### src/rtl/pio_sensor_in_if.sv
// Avalon-MM slave bus bundle for the sensor input PIO.
// Zero-latency reads: readdata and irq are driven combinationally by the slave.
// No backpressure: the slave accepts every transfer without wait states.
interface pio_sensor_in_if #(
    parameter int WIDTH = 5
) ();
    logic [1:0]       address;
    logic             chipselect;
    logic             write_n;
    logic [WIDTH-1:0] writedata;
    logic [WIDTH-1:0] readdata;
    logic             irq;

    // CPU / interconnect side
    modport master (
        output address, chipselect, write_n, writedata,
        input  readdata, irq
    );

    // PIO side
    modport slave (
        input  address, chipselect, write_n, writedata,
        output readdata, irq
    );
endinterface

### src/rtl/pio_sensor_in.sv
// Input PIO: synchronizes and debounces external bits, captures edges, maskable irq (MASK/irq need PIO_IRQ_EN).
// Latency: in_port change at edge k reaches DATA after edge k+1+DEBOUNCE_CYCLES; capture/irq one edge later.
// No backpressure: zero wait states, readdata muxed on address only.
module pio_sensor_in #(
    parameter int               WIDTH           = 5,
    parameter int               DEBOUNCE_CYCLES = 16,
    parameter int               EDGE_TYPE       = 0,
    parameter logic [WIDTH-1:0] RESET_VALUE     = '0
) (
    input  logic             clk,
    input  logic             reset_n,
    input  logic [WIDTH-1:0] in_port,
    pio_sensor_in_if.slave   bus
);

    localparam int             CW   = $clog2(DEBOUNCE_CYCLES) + 1;
    localparam logic [CW-1:0]  LAST = CW'(DEBOUNCE_CYCLES - 1);

    logic [WIDTH-1:0] sync1;
    logic [WIDTH-1:0] sync2;
    logic [WIDTH-1:0] deb;
    logic [WIDTH-1:0] deb_d;
    logic [CW-1:0]    cnt [WIDTH];
    logic [WIDTH-1:0] edge_capture;
    logic [WIDTH-1:0] ev;
    logic [WIDTH-1:0] clr;
    logic             wr;

    assign wr  = bus.chipselect & ~bus.write_n;
    assign clr = (wr && bus.address == 2'd3) ? bus.writedata : '0;

    // Two-flop synchronizer for the asynchronous inputs.
    always_ff @(posedge clk) begin
        if (!reset_n) begin
            sync1 <= RESET_VALUE;
            sync2 <= RESET_VALUE;
        end else begin
            sync1 <= in_port;
            sync2 <= sync1;
        end
    end

    // Per-bit debounce: flip only after DEBOUNCE_CYCLES consecutive mismatches; any match restarts the count.
    always_ff @(posedge clk) begin
        if (!reset_n) begin
            deb <= RESET_VALUE;
            for (int i = 0; i < WIDTH; i++) cnt[i] <= '0;
        end else begin
            for (int i = 0; i < WIDTH; i++) begin
                if (sync2[i] == deb[i]) begin
                    cnt[i] <= '0;
                end else if (cnt[i] == LAST) begin
                    deb[i] <= sync2[i];
                    cnt[i] <= '0;
                end else begin
                    cnt[i] <= cnt[i] + CW'(1);
                end
            end
        end
    end

    // Delayed copy for edge detection; reset alongside deb so reset release never looks like an edge.
    always_ff @(posedge clk) begin
        if (!reset_n) deb_d <= RESET_VALUE;
        else          deb_d <= deb;
    end

    // Select which debounced transition counts as an event.
    always_comb begin
        ev = '0;
        if (EDGE_TYPE == 0)      ev = deb & ~deb_d;
        else if (EDGE_TYPE == 1) ev = ~deb & deb_d;
        else                     ev = deb ^ deb_d;
    end

    // Sticky capture with write-1-to-clear; a fresh event beats a simultaneous clear.
    always_ff @(posedge clk) begin
        if (!reset_n) edge_capture <= '0;
        else          edge_capture <= (edge_capture & ~clr) | ev;
    end

`ifdef PIO_IRQ_EN
    logic [WIDTH-1:0] irq_mask;

    // Interrupt mask register at address 1.
    always_ff @(posedge clk) begin
        if (!reset_n)                        irq_mask <= '0;
        else if (wr && bus.address == 2'd1)  irq_mask <= bus.writedata;
    end

    assign bus.irq = |(edge_capture & irq_mask);

    // Read mux, decoded from address alone.
    always_comb begin
        bus.readdata = '0;
        case (bus.address)
            2'd0:    bus.readdata = deb;
            2'd1:    bus.readdata = irq_mask;
            2'd3:    bus.readdata = edge_capture;
            default: bus.readdata = '0;
        endcase
    end
`else
    assign bus.irq = 1'b0;

    // Read mux, decoded from address alone; no mask register in this build.
    always_comb begin
        bus.readdata = '0;
        case (bus.address)
            2'd0:    bus.readdata = deb;
            2'd3:    bus.readdata = edge_capture;
            default: bus.readdata = '0;
        endcase
    end
`endif

endmodule
### src/flat_wrapper.sv
// flat-port wrapper written by rule: the top's interface ports become plain ports
module pio_sensor_in_flat 
#(
    parameter int               WIDTH           = 5,
    parameter int               DEBOUNCE_CYCLES = 16,
    parameter int               EDGE_TYPE       = 0,
    parameter logic [WIDTH-1:0] RESET_VALUE     = '0
)
  (clk, reset_n, in_port, bus_address, bus_chipselect, bus_write_n, bus_writedata, bus_readdata, bus_irq);
  pio_sensor_in_if #(.WIDTH(WIDTH)) bus_i ();
  input  logic clk;
  input  logic reset_n;
  input  logic [WIDTH-1:0] in_port;
  input wire logic [$bits(bus_i.address)-1:0] bus_address;
  input wire logic [$bits(bus_i.chipselect)-1:0] bus_chipselect;
  input wire logic [$bits(bus_i.write_n)-1:0] bus_write_n;
  input wire logic [$bits(bus_i.writedata)-1:0] bus_writedata;
  output wire logic [$bits(bus_i.readdata)-1:0] bus_readdata;
  output wire logic [$bits(bus_i.irq)-1:0] bus_irq;
  assign bus_i.address = bus_address;
  assign bus_i.chipselect = bus_chipselect;
  assign bus_i.write_n = bus_write_n;
  assign bus_i.writedata = bus_writedata;
  assign bus_readdata = bus_i.readdata;
  assign bus_irq = bus_i.irq;
  pio_sensor_in #(.WIDTH(WIDTH), .DEBOUNCE_CYCLES(DEBOUNCE_CYCLES), .EDGE_TYPE(EDGE_TYPE), .RESET_VALUE(RESET_VALUE)) u_core (.clk(clk), .reset_n(reset_n), .in_port(in_port), .bus(bus_i));
endmodule
### config.mk
export PLATFORM = sky130hd
export DESIGN_NAME = pio_sensor_in_flat
export DESIGN_NICKNAME = d
export VERILOG_FILES = /design/src/rtl/pio_sensor_in_if.sv /design/src/rtl/pio_sensor_in.sv /design/src/flat_wrapper.sv
export SDC_FILE = /design/constraint.sdc
export NUM_CORES = 1
export LEC_CHECK = 0
export ABC_CLOCK_PERIOD_IN_PS = 1820
export BUFFER_PORTS_ARGS = -buffer_cell sky130_fd_sc_hd__buf_2
export CAP_MARGIN = 20
export CORE_ASPECT_RATIO = 0.6
export CORE_UTILIZATION = 57
export DETAILED_ROUTE_END_ITERATION = 7
export GPL_TIMING_DRIVEN = 1
export PLACE_DENSITY = 0.77
export SLEW_MARGIN = 20
export SYNTH_ARGS = -nofsm -noshare
export SYNTH_HDL_FRONTEND = slang
export SYNTH_SLANG_ARGS = --single-unit
### constraint.sdc
create_clock -name clk -period 1.82 [get_ports clk]
set_input_delay 0 -clock clk [delete_from_list [all_inputs] [get_ports clk]]
set_output_delay 0 -clock clk [all_outputs]
set_load 0.01 [all_outputs]
==> results of run 1 <==
==> layout make-up <==
| type | count | area [um^2] |
|---|---|---|
| flip-flops and latches | 50 | 1250 |
| inverters | 12 | 45.0 |
| multi-input cells | 150 | 937 |
| repair buffers | 27 | 170 |
| fillers | 243 | 856 |
| clock inverters | 2 | 33.8 |
| clock buffers | 6 | 93.8 |
| well taps | 45 | 56.3 |
==> stage by stage <==
| step | std cells | cell area, um^2 | util, % | setup WS, ps |
|---|---|---|---|---|
| 6_report | 292 | 2590 | 75.1 | 206 |
| 5_1_grt | 292 | 2590 | 75.1 | 56.5 |
| 4_1_cts | 292 | 2590 | 75.1 | 188 |
| 3_5_place_dp | 277 | 2390 | 69.4 | 205 |
| 3_3_place_gp | 277 | 2390 | 69.4 | 254 |
| 2_1_floorplan | 216 | 2250 | - | 350 |
==> kinds of logic after synthesis <==
group | count (synthesis) | share of synthesized area, %
simple gates | 77 | 19.4
flops | 50 | 57.8
buf+inv | 16 | 3.01
compound gates | 15 | 4.05
xor+xnor | 15 | 6.07
fa+ha+maj | 12 | 6.94
mux | 5 | 2.31
other cells | 2 | 0.347
==> power groups by stage <==
stage	clock, W	combinational (W)	sequential (W)
floorplan	0	0.0000768	0.00126
global placement	0	0.000100	0.00126
detailed placement	0	0.000106	0.00126
CTS	0.000859	0.000118	0.00124
global route	0.000909	0.000137	0.00124
finish	0.000842	0.000119	0.00124
==> registers in the layout, summed over array words and instances (netlist names) <==
signal,cells
u_core.sync1,5
u_core.edge_capture,5
u_core.cnt,25
u_core.deb,5
u_core.sync2,5
u_core.deb_d,5
==> worst register-to-register path: stages, from the launching register on <==
cell and delay [ps]:
edfxtp_1 420, ha_1 250, and3_1 190, ha_1 210, nand3b_2 260, nor2_1 130
==> placed cells by master (no fill, tap or decap), drive strengths merged <==
cell         count
o21ai            5
mux2i            5
a22oi            5
nor2b           15
clkinv           1
edfxtp          25
bufinv           1
clkbuf           6
dfxtp           25
conb            26
xor2            10
nand3            5
a21oi            5
and2            15
nor2            31
nand3b           5
and3             5
nand2            1
dlygate4sd3      7
inv             12
xnor2            5
buf             20
ha              12
==> how the worst min path moves through the flow <==
stage / start / endpoint / slack [ps] / cells past startpoint
2_1_floorplan: in_port[0] / u_core.sync1[0] / 130 / 1
4_1_cts: bus_writedata[3] / u_core.edge_capture[3] / 0.3 / 3
5_1_grt: bus_writedata[3] / u_core.edge_capture[3] / 8 / 3
3_5_place_dp: in_port[0] / u_core.sync1[0] / 220 / 2
3_3_place_gp: in_port[1] / u_core.sync1[1] / 210 / 2
6_report: bus_writedata[3] / u_core.edge_capture[3] / 8 / 3
==> metal layers <==
layer / up-vias / GRT usage [%]
met5: - / 0
met4: 0 / 6.85
met3: 5 / 6.11
met2: 27 / 37.2
met1: 645 / 24.0
li1: 719 / -
==> synth_stat cells <==
library cell  count  share of area [%]
and2_1           15                4.3
buf_4             1               0.35
and3_1            5                1.4
o21ai_0           5                1.2
nand3b_2          5                2.6
nor2_1           31                5.4
mux2i_1           5                2.3
nand2_1           1               0.17
xor2_1           10                4.0
a21oi_1           5                1.2
edfxtp_1         25                 35
dfxtp_1          25                 23
ha_1             12                6.9
inv_1            12                2.1
xnor2_1           5                2.0
nor2b_1          15                4.3
a22oi_1           5                1.7
nand3_1           5                1.2
conb_1            2               0.35
clkbuf_1          2               0.35
buf_2             1               0.23
==> flow_summary.yaml, run 1 <==
global_route:
  grt_pass1_vias: 1445
  antenna_found_initial: 0
  grt_max_degree: 31
  grt_pass1_wl_um: 6110
  grt_usage_pct: 21.0
  grt_overflow: 0
sta:
  fin_crit_ps: 1610
  rsz0062_at_grt: "false"
  timing.hold.ws_ps: 7.74
  post-route-period-util_pct: 88.7
  skew_ps: 6.04
  hold_viol_final: 0
  finalSetupTns_ps: 0
  drv_slew: 0
  setup_viol: 0
  max_freq_ghz: 0.620
cts:
  ctsHtreeMaxLevel: 2
  post_cts_resize_count: 0
  cts-root-buf: "clkbuf_8"
  cts.sinks: 50
  cts_buffers: 5
  insertion_delay_ps: 300
  cts_buffer_depth: 2
  cts_tree: "done"
  post_cts_buffers: 0
  path_clk_slew_ps: 90
  cts_hold_buf: 7
placed_design:
  gp_congestion: 0.767
  port_buffers: 20
  dpl.hpwl_um: 2650
detailed_routing:
  drc: 0
  antenna_left: 0
  met1_length_um: 1600
  wl_met3_um: 159
  wl_um: 3560
  drt_pass1_iterations: 4
  post_drt_wl_per_cell_um: 12.2
  drt_iter0_drc: 74
  dr_total_vias: 1396
  highest_layer: "met4"
  met2_length_um: 1760
  via_per_inst: 4.78
worst_setup_path:
  path_buf_inv: 0
  r2r-start: "u_core.cnt[3][0]"
  crit_cells: 5
  crit_path_max_incr_delay_ps: 420
  crit_chain: "ha_1, and3_1, ha_1, nand3b_2, nor2_1"
  critPathTopFamily: "simple AND/OR/NAND/NOR gates"
  startpoint_type: "flop"
  endpoint: "u_core.cnt[3][4]"
  rr_endpoint: "u_core.cnt[3][4]"
  cp_common_cell: "ha_1"
  startpoint: "u_core.cnt[3][0]"
  r2r_cells: 5
  crit_fanout: 5
  r2r_slack_ps: 210
  cp-end-kind: "flop"
  required_ps: 1980
  slowest_stage: "edfxtp_1"
  worstSetupPathType: "reg -> reg"
  critPathArrivalTime_ps: 1780
die:
  core_mm2: 0.00344
  dieArea_mm2: 0.00405
  ios: 22
  core.rowCount: 16
  die_h_um: 49.7
  die_w_um: 81.5
  floorplan.initialDensity_pct: 62.8
pwr:
  p_comb_share_pct: 5.4
  p_clk_share_pct: 38.3
  power_density_mw_per_mm2: 849
  p_seq_share_pct: 56.3
  swShare_pct: 19.9
  power_leakage_nw: 1.15
  ir_worst_vdd_mv: 0.762
  p_sw_w: 0.000436
  p_total_w: 0.00220
  intPower_w: 0.00176
synthesis:
  ys_seq_elements: 50
  synthCells: 192
  yosysSeqAreaShare_pct: 57.8
  syn_area_mm2: 0.00216
  avgSynthCellArea_um2: 11.3
  synth.distinct_cells: 21
  yosys_warnings: 0
cells_and_area:
  num_antenna_cells: 0
  area_delta_synth_final_pct: 19.6
  drive_gt1_share_pct: 13.0
  layout.nets: 274
run:
  maxCapViolations: 0
status:
  status: "complete, no violations"
worst_hold_path:
  min_path_type: "in -> reg"
(Power assumes the default switching activity.)
==> run 2: changes to the inputs <==
--- a/config.mk
+++ b/config.mk
@@ -8,11 +8,13 @@
 export ABC_CLOCK_PERIOD_IN_PS = 1820
 export BUFFER_PORTS_ARGS = -buffer_cell sky130_fd_sc_hd__buf_2
 export CAP_MARGIN = 20
+export CELL_PAD_IN_SITES_DETAIL_PLACEMENT = 0
+export CELL_PAD_IN_SITES_GLOBAL_PLACEMENT = 1
 export CORE_ASPECT_RATIO = 0.6
-export CORE_UTILIZATION = 57
+export CORE_UTILIZATION = 46
 export DETAILED_ROUTE_END_ITERATION = 7
 export GPL_TIMING_DRIVEN = 1
-export PLACE_DENSITY = 0.77
+export PLACE_DENSITY_LB_ADDON = 0.1
 export SLEW_MARGIN = 20
 export SYNTH_ARGS = -nofsm -noshare
 export SYNTH_HDL_FRONTEND = slang
==> run 2 against run 1 <==
  * Clock skew about the same
  * Global-route usage down 5.5 points
  * Fmax down 0.32%
  * Critical endpoint is now u_core.cnt[3][3]
  * Routed wire length down 7.2%
  * Via count down 2.9%
==> flow_summary.yaml, run 2 (synthesis results as in run 1) <==
worst_setup_path:
  critPathTopFamily: "simple AND/OR/NAND/NOR gates"
  slowest_stage: "edfxtp_1"
  path_buf_inv: 0
  cp-end-kind: "flop"
  startpoint_type: "flop"
  worstSetupPathType: "reg -> reg"
  critPathArrivalTime_ps: 1780
  required_ps: 1980
  cp_common_cell: "ha_1"
  crit_chain: "ha_1, and3_1, ha_1, nand3b_2, nor2_1"
  crit_path_max_incr_delay_ps: 420
  crit_fanout: 5
die:
  floorplan.initialDensity_pct: 50.3
  die_h_um: 55.1
  dieArea_mm2: 0.00499
  core.rowCount: 18
  ios: 22
  die_w_um: 90.5
  core_mm2: 0.00430
placed_design:
  port_buffers: 20
  gp_congestion: 0.689
  dpl.hpwl_um: 2380
  post_dp_cell_area_mm2: 0.00241
  preCtsSetupSlack_ps: 220
sta:
  max_freq_ghz: 0.618
  setup_viol: 0
  post-route-period-util_pct: 89.0
  rsz0062_at_grt: "false"
  timing.hold.ws_ps: 7.60
  hold_viol_final: 0
  fin_crit_ps: 1620
  finalSetupTns_ps: 0
  skew_ps: 6.14
  layout_setup_ws_ps: 201
  drv_slew: 0
cells_and_area:
  largest_reg_flops: 25
  layout.nets: 274
  num_antenna_cells: 0
  final_cell_mix: "31 x nor2_1, 26 x conb_1, 25 x edfxtp_1, 25 x dfxtp_1, 20 x buf_2"
  drive_gt1_share_pct: 13.0
  area_delta_synth_final_pct: 18.8
  layout_commonest_cell: "nor2_1"
  final_area_mm2: 0.00257
  fillCellCount: 375
  regMostFlops: "u_core.cnt"
detailed_routing:
  wl_um: 3310
  post_drt_wl_per_cell_um: 10.8
  drt_pass1_iterations: 4
  drc: 0
  via_per_inst: 4.41
  antenna_left: 0
  dr_total_vias: 1355
  drt_iter0_drc: 47
run:
  maxCapViolations: 0
global_route:
  grt_pass1_vias: 1294
  grt_max_degree: 31
  grt_usage_pct: 15.4
  antenna_found_initial: 0
  grt_pass1_wl_um: 5760
  grt_overflow: 0
cts:
  insertion_delay_ps: 300
  ctsHtreeMaxLevel: 2
  cts-root-buf: "clkbuf_8"
  post_cts_buffers: 0
  post_cts_resize_count: 0
  cts_buffer_depth: 2
  cts_tree: "done"
  path_clk_slew_ps: 80
  cts_hold_buf: 7
  cts_buffers: 5
  cts.sinks: 50
pwr:
  p_comb_share_pct: 5.9
  p_total_w: 0.00201
  p_sw_w: 0.000427
  power_density_mw_per_mm2: 781
  p_clk_share_pct: 32.6
  p_seq_share_pct: 61.6
  swShare_pct: 21.3
  power_leakage_nw: 1.14
  ir_worst_vdd_mv: 0.416
  intPower_w: 0.00158
worst_hold_path:
  min_path_type: "in -> reg"
status:
  status: "complete, no violations"
-- run 2: power by group through the flow --
stage	logic, W	clock network (W)	registers (W)
after floorplan	0.0000768	0	0.00126
after global placement	0.000102	0	0.00126
after detailed placement	0.000105	0	0.00126
after CTS	0.000118	0.000673	0.00123
after global routing	0.000139	0.000716	0.00124
final	0.000118	0.000653	0.00123
-- run 2: layout make-up --
type	count	area, um^2	area share, %
Clock buffer	7	86.3	3.36
Sequential cell	50	1250	48.7
Inverter	12	45.0	1.75
Clock inverter	1	5.00	0.195
Timing Repair Buffer	27	170	6.62
Multi-Input combinational cell	150	937	36.5
Tap cell	60	75.1	2.92
-- run 2: per-layer routing --
metal	GRT usage [%]	vias up	wire length [um]
met5	0	-	0
met3	4.23	5	165
li1	-	723	-
met1	19.9	601	1670
met4	6.45	0	41
met2	25.4	26	1430
-- run 2: through the flow --
step	cells	utilization, %
6_report	307	59.7
5_1_grt	307	59.7
4_1_cts	307	59.7
3_5_place_dp	292	56.0
3_3_place_gp	292	56.0
2_1_floorplan	216	-
-- run 2: path summary, 6_finish.rpt --
| check | slack (ps) | cells after the start | startpoint | endpoint |
|---|---|---|---|---|
| hold reg to reg | 440 | 1 | u_core.sync1[3] | u_core.sync2[3] |
| setup reg to reg | 200 | 5 | u_core.cnt[3][0] | u_core.cnt[3][3] |
| hold / removal | 8 | 3 | bus_writedata[2] | u_core.edge_capture[2] |
| setup / recovery | 200 | 5 | u_core.cnt[3][0] | u_core.cnt[3][3] |
-- run 2: worst register-to-register path: cells and delay by family, from the launching register on --
family                   cells  cell delay, ps
flip-flops                   1             420
AND/OR/NAND/NOR              3             590
adder cells (fa/ha/maj)      2             470
==> run 3: changes to the inputs <==
--- a/config.mk
+++ b/config.mk
@@ -5,13 +5,14 @@
 export SDC_FILE = /design/constraint.sdc
 export NUM_CORES = 1
 export LEC_CHECK = 0
+export ABC_AREA = 1
 export ABC_CLOCK_PERIOD_IN_PS = 1820
 export BUFFER_PORTS_ARGS = -buffer_cell sky130_fd_sc_hd__buf_2
 export CAP_MARGIN = 20
 export CELL_PAD_IN_SITES_DETAIL_PLACEMENT = 0
 export CELL_PAD_IN_SITES_GLOBAL_PLACEMENT = 1
 export CORE_ASPECT_RATIO = 0.6
-export CORE_UTILIZATION = 46
+export CORE_UTILIZATION = 45
 export DETAILED_ROUTE_END_ITERATION = 7
 export GPL_TIMING_DRIVEN = 1
 export PLACE_DENSITY_LB_ADDON = 0.1
==> run 3 against run 2 <==
  * Clock skew is 3.3 ps lower
  * Non-clock buffer count is 4 higher
  * Register-to-register slack better by 40 ps
  * Sequential power hardly changed
  * Synthesized cell count is 32% higher
  * Via count is 17% higher
  * Fmax is 2.5% higher
==> flow_summary.yaml, run 3 <==
worst_setup_path:
  crit_fanout: 5
  cp-end-kind: "flop"
  crit_chain: "ha_1, nand2_1, nor2_1, ha_1, nor2_4, nand3_2, nor2_1"
  slowest_stage: "edfxtp_1"
  critPathTopFamily: "simple AND/OR/NAND/NOR gates"
  critPathArrivalTime_ps: 1730
  worstSetupPathType: "reg -> reg"
  startpoint_type: "flop"
  path_buf_inv: 0
  crit_path_max_incr_delay_ps: 440
  required_ps: 1970
cts:
  cts_tree: "done"
  cts-root-buf: "clkbuf_8"
  cts_buffer_depth: 2
  path_clk_slew_ps: 90
  cts.sinks: 50
  cts_buffers: 5
  post_cts_resize_count: 0
  insertion_delay_ps: 290
  post_cts_buffers: 0
  ctsHtreeMaxLevel: 2
synthesis:
  syn_area_mm2: 0.00231
  netlist_top_cells_count: "53 x nand2_1, 44 x inv_1, 31 x nor2_1, 25 x dfxtp_1, 25 x edfxtp_1"
  synthCells: 253
  synth-edff-count: 25
  ys_top_cells_by_area: "edfxtp_1 33%, dfxtp_1 22%, nand2_1 8.6%"
  synthArstFlopShare_pct: 0
  avgSynthCellArea_um2: 9.13
  yosys_warnings: 0
  yosys.area.top_type_share_pct: 32.5
  yosysSeqAreaShare_pct: 54.2
  synth.distinct_cells: 24
  synth-main-ff-cell: "edfxtp_1"
  ys_seq_elements: 50
  synth_top_area_cell: "edfxtp_1"
  post-synth-top-count-cell: "nand2_1"
cells_and_area:
  regMostFlops: "u_core.cnt"
  num_antenna_cells: 0
  drive_gt1_share_pct: 14.1
  finish.utilization_pct: 57.5
  area_delta_synth_final_pct: 18.4
  final_cell_mix: "53 x nand2_1, 44 x inv_1, 31 x nor2_1"
  layout_commonest_cell: "nand2_1"
  layout.nets: 339
  largest_reg_flops: 25
detailed_routing:
  drt_iter0_drc: 57
  antenna_left: 0
  met1_length_um: 1850
  wl_um: 3440
  via_per_inst: 4.21
  drc: 0
  dr_total_vias: 1579
  highest_layer: "met4"
  post_drt_wl_per_cell_um: 9.18
  drt_pass1_iterations: 4
  met2_length_um: 1430
  wl_met3_um: 141
die:
  core.rowCount: 19
  die_h_um: 57.5
  die_w_um: 94.5
  floorplan.initialDensity_pct: 48.6
  core_mm2: 0.00475
  ios: 22
  dieArea_mm2: 0.00543
pwr:
  power_leakage_nw: 1.32
  p_total_w: 0.00200
  ir_worst_vdd_mv: 0.327
  power_density_mw_per_mm2: 731
sta:
  max_freq_ghz: 0.633
  post-route-period-util_pct: 86.8
  rsz0062_at_grt: "false"
  setup_viol: 0
  finalSetupTns_ps: 0
  fin_crit_ps: 1580
  skew_ps: 2.83
  hold_viol_final: 0
  drv_slew: 0
global_route:
  grt_usage_pct: 14.4
  antenna_found_initial: 0
  grt_overflow: 0
  grt_pass1_wl_um: 5910
  grt_max_degree: 18
  grt_pass1_vias: 1411
run:
  maxCapViolations: 0
worst_hold_path:
  min_path_type: "in -> reg"
status:
  status: "complete, no violations"
placed_design:
  gp_congestion: 0.719
  port_buffers: 20
  dpl.hpwl_um: 2510
run 3: power by group:
group / total, W / internal, W / leakage (nW) / switching (W)
combinational: 0.000142 / 0.0000633 / 0.818 / 0.0000787
clock: 0.000615 / 0.000267 / 0.0450 / 0.000347
sequential: 0.00124 / 0.00122 / 0.461 / 0.0000244
total: 0.00200 / 0.00155 / 1.32 / 0.000451
run 3: worst paths after layout:
kind                     from                to  slack [ps]  cells past startpoint
max          u_core.cnt[3][0]  u_core.cnt[3][1]         240                      7
max reg2reg  u_core.cnt[3][0]  u_core.cnt[3][1]         240                      7
min                   reset_n   u_core.sync2[4]          90                      3
min reg2reg   u_core.sync1[1]   u_core.sync2[1]         420                      2
run 3: metrics by stage:
| stage | cells | cell area (um^2) | hold WS, ps | worst slack (ps) |
|---|---|---|---|---|
| CTS | 375 | 2730 | 82.9 | 223 |
| floorplan | 277 | 2400 | 97.6 | 404 |
| finish | 375 | 2730 | 86.7 | 239 |
| global route | 375 | 2730 | 104 | 113 |
| global placement | 357 | 2550 | 180 | 298 |
| detailed placement | 357 | 2550 | 189 | 246 |
run 3: routing by layer:
| metal | up-vias | track usage, % |
|---|---|---|
| met5 | - | 0 |
| met2 | 24 | 22.7 |
| li1 | 885 | - |
| met4 | 0 | 3.90 |
| met3 | 5 | 4.40 |
| met1 | 665 | 19.4 |
run 3: area by class of cell:
| class | count | area [um^2] |
|---|---|---|
| fill | 453 | 2020 |
| sequential | 50 | 1250 |
| multi-input combinational | 178 | 940 |
| timing repair buffer | 31 | 208 |
| inverter | 45 | 174 |
| tap | 63 | 78.8 |
| clock buffer | 6 | 72.6 |
| clock inverter | 2 | 10.0 |
run 3: cell families (layout without fill, tap and decap cells):
logic type | count (synthesis) | in the layout | synth area share, %
AND/OR/NAND/NOR | 112 | 112 | 22.0
flip-flops | 50 | 50 | 54.2
buffers and inverters | 49 | 84 | 9.05
AO/OA/AOI/OAI | 23 | 23 | 6.01
adder cells (fa/ha/maj) | 12 | 12 | 6.50
XOR/XNOR | 5 | 5 | 1.90
other | 2 | 26 | 0.325
run 3: timing repair:
action	in CTS	in global routing
hold buffers	10	0
hold endpoints to repair	10	0
endpoints found under the setup margin	0	0
run 3: worst register-to-register path: stages (launching register included):
cell and delay [ps]:
edfxtp_1 440, ha_1 250, nand2_1 70, nor2_1 40
ha_1 240, nor2_4 120, nand3_2 130, nor2_1 150
